**src/rtl/nonce_sweeper_if.sv**
```systemverilog
// rtl/nonce_sweeper_if.sv - handshake bundle between nonce_sweeper and the sha256d hasher
interface nonce_sweeper_if;
  logic         h_start;
  logic         h_rq;
  logic [4:0]   h_addr;
  logic [31:0]  h_data;
  logic         h_rdy;
  logic [255:0] h_hash;
  logic         h_done;

  modport master (
    output h_start, h_data, h_rdy,
    input  h_rq, h_addr, h_hash, h_done
  );

  modport slave (
    input  h_start, h_data, h_rdy,
    output h_rq, h_addr, h_hash, h_done
  );
endinterface

```
**src/rtl/nonce_sweeper.sv**
```systemverilog
// rtl/nonce_sweeper.sv - header word server and leading-zero nonce search controller
module nonce_sweeper #(
  parameter int SWEEP_BITS = 8
) (
  input  logic                 clk,
  input  logic                 rst_n,
  input  logic                 ld_valid,
  input  logic [4:0]           ld_addr,
  input  logic [31:0]          ld_data,
  input  logic [7:0]           zeros,
  input  logic                 start,
  nonce_sweeper_if.master      hsh,
  output logic                 busy,
  output logic                 found,
  output logic                 exhausted,
  output logic [31:0]          nonce
);

  typedef enum logic [1:0] {IDLE, LAUNCH, HASH, CHECK} state_t;

  state_t                state, state_n;
  logic [31:0]           hdr [0:19];
  logic [7:0]            zeros_q;
  logic [SWEEP_BITS-1:0] cnt;
  logic                  rq_d;
  logic                  pass_q;
  logic                  rdy_q;
  logic [31:0]           data_q;
  logic                  rq_edge;
  logic                  last_try;

  // Hash bytes arrive byte 0 first; the target compares them as a little-endian number.
  function automatic logic hash_pass(input logic [255:0] h, input logic [7:0] z);
    logic [255:0] v;
    logic [255:0] mask;
    for (int i = 0; i < 32; i++) v[8*i +: 8] = h[255-8*i -: 8];
    mask = ~({256{1'b1}} >> z);
    return (v & mask) == '0;
  endfunction

  function automatic logic [31:0] bswap(input logic [31:0] w);
    return {w[7:0], w[15:8], w[23:16], w[31:24]};
  endfunction

  assign rq_edge  = hsh.h_rq && !rq_d;
  assign last_try = &cnt;
  assign busy     = (state != IDLE);
  assign hsh.h_start = (state == LAUNCH);
  assign hsh.h_rdy   = rdy_q;
  assign hsh.h_data  = data_q;

  always_ff @(posedge clk) begin
    if (!rst_n) state <= IDLE;
    else        state <= state_n;
  end

  always_comb begin
    state_n = state;
    case (state)
      IDLE:   if (start) state_n = LAUNCH;
      LAUNCH: state_n = HASH;
      HASH:   if (hsh.h_done) state_n = CHECK;
      CHECK:  state_n = (pass_q || last_try) ? IDLE : LAUNCH;
      default: state_n = IDLE;
    endcase
  end

  always_ff @(posedge clk) begin
    if (!rst_n) begin
      for (int i = 0; i < 20; i++) hdr[i] <= '0;
      zeros_q   <= '0;
      cnt       <= '0;
      nonce     <= '0;
      found     <= 1'b0;
      exhausted <= 1'b0;
      rq_d      <= 1'b0;
      pass_q    <= 1'b0;
      rdy_q     <= 1'b0;
      data_q    <= '0;
    end else begin
      rq_d  <= (state == LAUNCH) ? 1'b0 : hsh.h_rq;
      rdy_q <= 1'b0;
      case (state)
        IDLE: begin
          if (ld_valid && ld_addr < 5'd20) hdr[ld_addr] <= ld_data;
          if (start) begin
            zeros_q   <= zeros;
            nonce     <= bswap(hdr[19]);
            cnt       <= '0;
            found     <= 1'b0;
            exhausted <= 1'b0;
          end
        end
        HASH: begin
          // A result ends the hash, so a request edge on the same cycle is dropped.
          if (hsh.h_done) begin
            pass_q <= hash_pass(hsh.h_hash, zeros_q);
          end else if (rq_edge) begin
            rdy_q <= 1'b1;
            if (hsh.h_addr == 5'd19)     data_q <= bswap(nonce);
            else if (hsh.h_addr < 5'd19) data_q <= hdr[hsh.h_addr];
            else                         data_q <= '0;
          end
        end
        CHECK: begin
          if (pass_q) begin
            found <= 1'b1;
          end else if (last_try) begin
            exhausted <= 1'b1;
          end else begin
            nonce <= nonce + 32'd1;
            cnt   <= cnt + 1'b1;
          end
        end
        default: ;
      endcase
    end
  end

endmodule

```
**src/flat_wrapper.sv**
```systemverilog
// flat-port wrapper written by rule: the top's interface ports become plain ports
module nonce_sweeper_flat 
#(
  parameter int SWEEP_BITS = 8
)
  (clk, rst_n, ld_valid, ld_addr, ld_data, zeros, start, busy, found, exhausted, nonce, hsh_h_start, hsh_h_data, hsh_h_rdy, hsh_h_rq, hsh_h_addr, hsh_h_hash, hsh_h_done);
  nonce_sweeper_if hsh_i ();
  input  logic clk;
  input  logic rst_n;
  input  logic ld_valid;
  input  logic [4:0] ld_addr;
  input  logic [31:0] ld_data;
  input  logic [7:0] zeros;
  input  logic start;
  output logic busy;
  output logic found;
  output logic exhausted;
  output logic [31:0] nonce;
  output wire logic [$bits(hsh_i.h_start)-1:0] hsh_h_start;
  output wire logic [$bits(hsh_i.h_data)-1:0] hsh_h_data;
  output wire logic [$bits(hsh_i.h_rdy)-1:0] hsh_h_rdy;
  input wire logic [$bits(hsh_i.h_rq)-1:0] hsh_h_rq;
  input wire logic [$bits(hsh_i.h_addr)-1:0] hsh_h_addr;
  input wire logic [$bits(hsh_i.h_hash)-1:0] hsh_h_hash;
  input wire logic [$bits(hsh_i.h_done)-1:0] hsh_h_done;
  assign hsh_h_start = hsh_i.h_start;
  assign hsh_h_data = hsh_i.h_data;
  assign hsh_h_rdy = hsh_i.h_rdy;
  assign hsh_i.h_rq = hsh_h_rq;
  assign hsh_i.h_addr = hsh_h_addr;
  assign hsh_i.h_hash = hsh_h_hash;
  assign hsh_i.h_done = hsh_h_done;
  nonce_sweeper #(.SWEEP_BITS(SWEEP_BITS)) u_core (.clk(clk), .rst_n(rst_n), .ld_valid(ld_valid), .ld_addr(ld_addr), .ld_data(ld_data), .zeros(zeros), .start(start), .hsh(hsh_i), .busy(busy), .found(found), .exhausted(exhausted), .nonce(nonce));
endmodule
```
**config.mk**
```make
export PLATFORM = sky130hd
export DESIGN_NAME = nonce_sweeper_flat
export DESIGN_NICKNAME = d
export VERILOG_FILES = /design/src/rtl/nonce_sweeper_if.sv /design/src/rtl/nonce_sweeper.sv /design/src/flat_wrapper.sv
export SDC_FILE = /design/constraint.sdc
export NUM_CORES = 2
export LEC_CHECK = 0
export ABC_AREA = 1
export CAP_MARGIN = 20
export CELL_PAD_IN_SITES_DETAIL_PLACEMENT = 0
export CELL_PAD_IN_SITES_GLOBAL_PLACEMENT = 2
export CORE_ASPECT_RATIO = 1.1
export CORE_UTILIZATION = 40
export CTS_BUF_LIST = sky130_fd_sc_hd__clkbuf_8
export DETAILED_ROUTE_END_ITERATION = 16
export GPL_ROUTABILITY_DRIVEN = 0
export GPL_TIMING_DRIVEN = 0
export PLACE_DENSITY_LB_ADDON = 0.1
export SLEW_MARGIN = 20
export SYNTH_ARGS = -nofsm -noshare
export SYNTH_HDL_FRONTEND = slang
export SYNTH_SLANG_ARGS = --single-unit
```
**constraint.sdc**
```tcl
create_clock -name clk -period 4.4 [get_ports clk]
set_input_delay 1.1 -clock clk [delete_from_list [all_inputs] [get_ports clk]]
set_output_delay 1.1 -clock clk [all_outputs]
set_load 0.01 [all_outputs]
```
# After elaboration in Yosys (flattened, before gate mapping)
# Memory sizes are Yosys's and may differ from the RTL's.
# Index checks and enable logic that the tools add are counted.
dict set report word_totals {
  reg_bits 87
  in_bits 312
  output_inout_bits 69
  mem_count 1
  ram_bits 640
}
# name words width rd rd_clocked_by_memory_dff write_ports line_no
set memory_table {}
lappend memory_table {u_core.hdr 20 32 2 0 20 nonce_sweeper.sv:22} ;# logic [31:0] hdr [0:19];
dict set report op_classes {
  eq_ne 10
  n_mux 29
  n_addsub 2
  n_bitwise 5
  n_lt_le_gt_ge 2
  n_shift 1
  reduce_logical 19
}
# op n
set op_table {}
lappend op_table {{$and 256x256->256} 1}
lappend op_table {{$logic_not 256->1} 1}
lappend op_table {{$not 256->256} 1}
lappend op_table {{$shr 256x8->256 const A} 1}
lappend op_table {{$mux 32} 6}
lappend op_table {{$pmux 32 s2} 1}
lappend op_table {{$add 32x1->32 const B} 1}
lappend op_table {{$reduce_or 32->1} 1}
lappend op_table {{$mux 8} 3}
lappend op_table {{$pmux 8 s2} 1}
lappend op_table {{$mux 1} 12}
lappend op_table {{$lt 5x5->1 const B} 2}
lappend op_table {{$add 8x1->8 const B} 1}
lappend op_table {{$ne 2x2->1 const B} 4}
lappend op_table {{$pmux 2 s4} 1}
lappend op_table {{$reduce_and 4->1} 2}
lappend op_table {{$reduce_and 8->1} 1}
lappend op_table {{$reduce_and 2->1} 3}
lappend op_table {{$reduce_and 3->1} 2}
lappend op_table {{$eq 5x5->1 const B} 1}
lappend op_table {{$mux 5} 1}
lappend op_table {{$eq 2x2->1 const B} 2}
lappend op_table {{$mux 2} 2}
lappend op_table {{$ne 2x1->1 const B} 2}
lappend op_table {{other kinds (10)} 15}

# Logic depth before layout (Yosys ltp)
dict set report depth {
  depth_word 8
  mapped_depth 18
  depth_no_buf 17
}

# Worst setup path before layout
# OpenSTA, ideal clock, no wires.
dict set report synth_path {
  path_type {in2reg}
  from {in ld_addr[2]}
  to {mem u_core.hdr[10][0], enable pin}
  n_path_buf 1
  stages 6
  setup_slack_ns 1.050
  setup_time_ns 0.389
  required_time_ns 4.011
  t_arrival_ns 2.961
  cell_sequence {o21ai_0 > nand4_1 > nor4_1 > nand2_1 > clkbuf_1 > nand2_1}
}
# item line_no
set synth_lines {}
lappend synth_lines {{from (decl)} flat_wrapper.sv:11} ;# input logic [4:0] ld_addr;
lappend synth_lines {{to (decl)} nonce_sweeper.sv:22}

==> out/results.txt <==
Outcome -> finished clean
Largest family of logic cells by synthesized area -> simple AND/OR/NAND/NOR gates
Setup crit start -> u_core.state[1]
Post-synthesis compound-gate area fraction -> 0.116
Summed area of non-filler cells in the final layout -> 0.0623 mm^2
Average wire length per cell after detail routing -> 29.1 um
Data arrival, critical path -> 4.48 ns
Switching share of total power -> 0.334
Startpoint-to-endpoint class of the critical path -> reg -> reg
Required time reported for the critical path endpoint -> 5.01 ns
Synth Flop Type -> edfxtp_1
Most frequent cells in the layout -> 1425 x nor2_1, 1024 x edfxtp_1, 617 x nand2_1
Final worst-path setup slack -> 0.530 ns
Cell Area, Placed -> 0.0589 mm^2
Post-synthesis cell count -> 5094
HP Class -> reg -> reg
Post-Synth XOR/XNOR Area -> 0.00206
Tightest hold margin -> 0.471 ns
Longest individual stage delay on the worst path -> 0.57 ns
Reg-to-reg setup timing slack -> 0.53 ns
Max Slew Vio Count -> 0
Part of the total power dissipated in the clock network -> 0.316
Cells resized by post-CTS repair -> 0
Final clock period utilization by the worst path -> 0.880
Ratio of total power to cell area -> 435 mW/mm^2
Post-synth cell types -> 50
VDD IR max -> 0.265 mV
Per-cell via count in the routed design -> 5.63
CP endpoint -> u_core.hdr[13][12]
Area share of fa/ha/maj cells after synthesis -> 0.00171
Cell chain of the critical path -> inv_1 > ha_1 > nand4_1 > nor4_1 > nand2_1 > clkbuf_1 > nand2_2 > buf_16
Total half-perimeter wirelength after legalization and detailed placement -> 172000 um
Total vias in the final route -> 44.3k
Worst-skew pair later-pin latency -> 0.96 ns
Core ar. -> 0.127 mm^2
Post-synthesis sequential area ratio -> 0.635
Actual slew at the worst max-slew pin -> 1.22 ns
Category of the worst setup path launch point -> flop
R2r endpoint -> u_core.hdr[13][12]
Family with the most delay on the worst path -> simple AND/OR/NAND/NOR gates
Share of synthesized area spent on multiplexers -> 0.0125
Final Net Count -> 6377
Detail Route Antenna Nets -> 0
Floorplan die height -> 377 um
Register-to-Register Path Depth -> 8
TNS Setup -> 0 ns
Clock skew -> 0.0671 ns
Post-synthesis register bit count -> 1111
Hold Vio Cnt, Final -> 0
Slowest CP cell -> nor4_1
Top-Level Pins -> 381
Share of cells above drive strength 1 -> 0.0633
Sequential share of power -> 0.469
Total GRT Usage -> 0.349
Number of remaining DRC errors -> 0
FP Rows -> 137
Antenna violations before repair -> 11
Die Area -> 0.129 mm^2
Critical path depth in cells -> 8
Part of the power in combinational logic -> 0.215
Global route overflow -> 0
Global-route wire length before repair -> 313000 um
Async set or reset register ratio after synthesis -> 0
Fmax -> 0.258 GHz
Most frequent standard cell in the layout excluding fill and tap cells -> nor2_1
Worst rel slew slack -> 0.189
Root Buffer -> clkbuf_8
Net switching power figure -> 9040 uW
Clock tree from TritonCTS -> built
Crit path buffers/inverters -> 3
Post-placement worst setup slack -> -0.222 ns
Clock tree sinks -> 1111
Worst r2r src -> u_core.state[1]
Reported leakage power -> 0.0242 uW
Number of buffers inserted during clock tree synthesis -> 185
Starting Density -> 0.403
Post-CTS clock slew at the launch and capture registers of the worst setup and hold paths -> 0.06 ns
Post CTS Setup Buffer Count -> 0
First-pass iteration count of the detailed router -> 6
CTS Hold Bufs -> 0
Vias in the first global route -> 42.3k
Internal power -> 18000 uW
RSZ-0062 raised after global routing -> false
Post-synthesis simple-gate area fraction -> 0.188
Pin count of the biggest net entering global routing -> 33
Minimum clock period -> 3.87 ns
Fill cell instance count of the final layout -> 12.2k
Top fanout value on the critical path -> 17
Area Overhead vs Synth -> 21.8%
Chip Width -> 343 um
CTS H-tree lvls -> 4
Syn. warnings -> 0
Number of DRC markers in iteration 0 -> 5449
Count of maximum capacitance violations -> 0
Number of synthesized flops with an enable pin -> 1024
Final setup vio count -> 0
Maximum clock path buffer count -> 3
PortBufs -> 375
Average instance area after synthesis -> 10.0 um^2
Detailed-route wire length -> 229000 um
Cell Area, Synth -> 0.0511 mm^2
Category of the worst setup path capture point -> flop
worst min path at each step:
stage / startpoint / endpoint / slack [ns] / depth (start not counted)
after CTS: u_core.rq_d / u_core.hsh.h_rdy / 0.46 / 1
after global routing: u_core.rq_d / u_core.hsh.h_rdy / 0.48 / 1
after floorplan: u_core.rq_d / u_core.hsh.h_rdy / 0.40 / 1
final: u_core.rq_d / u_core.hsh.h_rdy / 0.47 / 1
after global placement: u_core.rq_d / u_core.hsh.h_rdy / 0.44 / 1
after detailed placement: u_core.rq_d / u_core.hsh.h_rdy / 0.45 / 1
power groups by stage:
stage | Clock [uW] | Sequential [uW] | Combinational [uW]
6_report | 8550 | 12700 | 5830
5_1_grt | 9040 | 12700 | 6100
3_3_place_gp | 0 | 12900 | 5590
3_5_place_dp | 0 | 12900 | 5630
4_1_cts | 8630 | 12700 | 5650
2_1_floorplan | 0 | 12800 | 2840
layer usage:
| metal | GRT usage | vias up | share of wire |
|---|---|---|---|
| met5 | 0 | - | 0.000096 |
| met4 | 0.221 | 4 | 0.069 |
| met3 | 0.0568 | 538 | 0.085 |
| met2 | 0.563 | 2423 | 0.47 |
| met1 | 0.434 | 21800 | 0.38 |
| li1 | - | 19600 | - |
stage by stage:
stage,util,total power [uW],cells
5_1_grt,0.491,27900,7878
4_1_cts,0.491,27000,7873
3_3_place_gp,0.460,18500,7520
6_report,0.491,27100,7879
2_1_floorplan,-,15600,5477
3_5_place_dp,0.464,18500,7539
state kept, by name (all words and copies together) (netlist names):
register and flops:
u_core.pass_q 1, u_core.zeros_q 8, u_core.nonce 32, u_core.state 2
u_core.hsh.h_rdy 1, u_core.rq_d 1, u_core.found 1, u_core.hsh.h_data 32
u_core.cnt 8, u_core.exhausted 1, u_core.hdr 1024
cells by family after synthesis:
kind of cell / Yosys count
xor+xnor: 12
flops: 1111
fa+ha+maj: 7
buf+inv: 546
mux: 64
compound gates: 951
other cells: 1
simple gates: 2402
final cells by class:
| class | instances | area [um^2] | share of cell area |
|---|---|---|---|
| clock inverters | 142 | 702 | 0.0113 |
| repair buffers | 394 | 4190 | 0.0672 |
| inverters | 128 | 483 | 0.00776 |
| well taps | 1668 | 2090 | 0.0335 |
| diodes | 6 | 15.0 | 0.000241 |
| flip-flops and latches | 1111 | 32500 | 0.522 |
| plain buffers | 418 | 1760 | 0.0283 |
| multi-input cells | 3820 | 17900 | 0.287 |
| clock buffers | 192 | 2640 | 0.0424 |
cell usage after synthesis (3+ instances only):
cell / n / area (um^2)
a211oi_1: 6 / 45.0
a21oi_1: 62 / 310
a31oi_1: 41 / 257
buf_1: 15 / 56.3
buf_2: 68 / 340
buf_4: 16 / 120
buf_6: 5 / 56.3
clkbuf_1: 314 / 1180
clkinv_1: 6 / 22.5
dfxtp_1: 87 / 1740
edfxtp_1: 1024 / 30700
ha_1: 7 / 87.6
inv_1: 106 / 398
inv_2: 15 / 56.3
mux2i_1: 64 / 641
nand2_1: 637 / 2390
nand2_2: 5 / 31.3
nand3_1: 226 / 1130
nand3_2: 3 / 30.0
nand4_1: 67 / 419
nor2_1: 1425 / 5350
nor2_2: 5 / 31.3
nor2_4: 4 / 45.0
nor3_1: 12 / 60.1
nor3b_1: 4 / 30.0
nor4_1: 6 / 37.5
o211ai_1: 138 / 1040
o21ai_0: 430 / 2150
o21ai_1: 66 / 330
o21bai_1: 5 / 37.5
o221ai_1: 64 / 561
o32ai_1: 128 / 1120
xor2_1: 10 / 87.6
No activity file was read; power rests on OpenSTA's default activity.
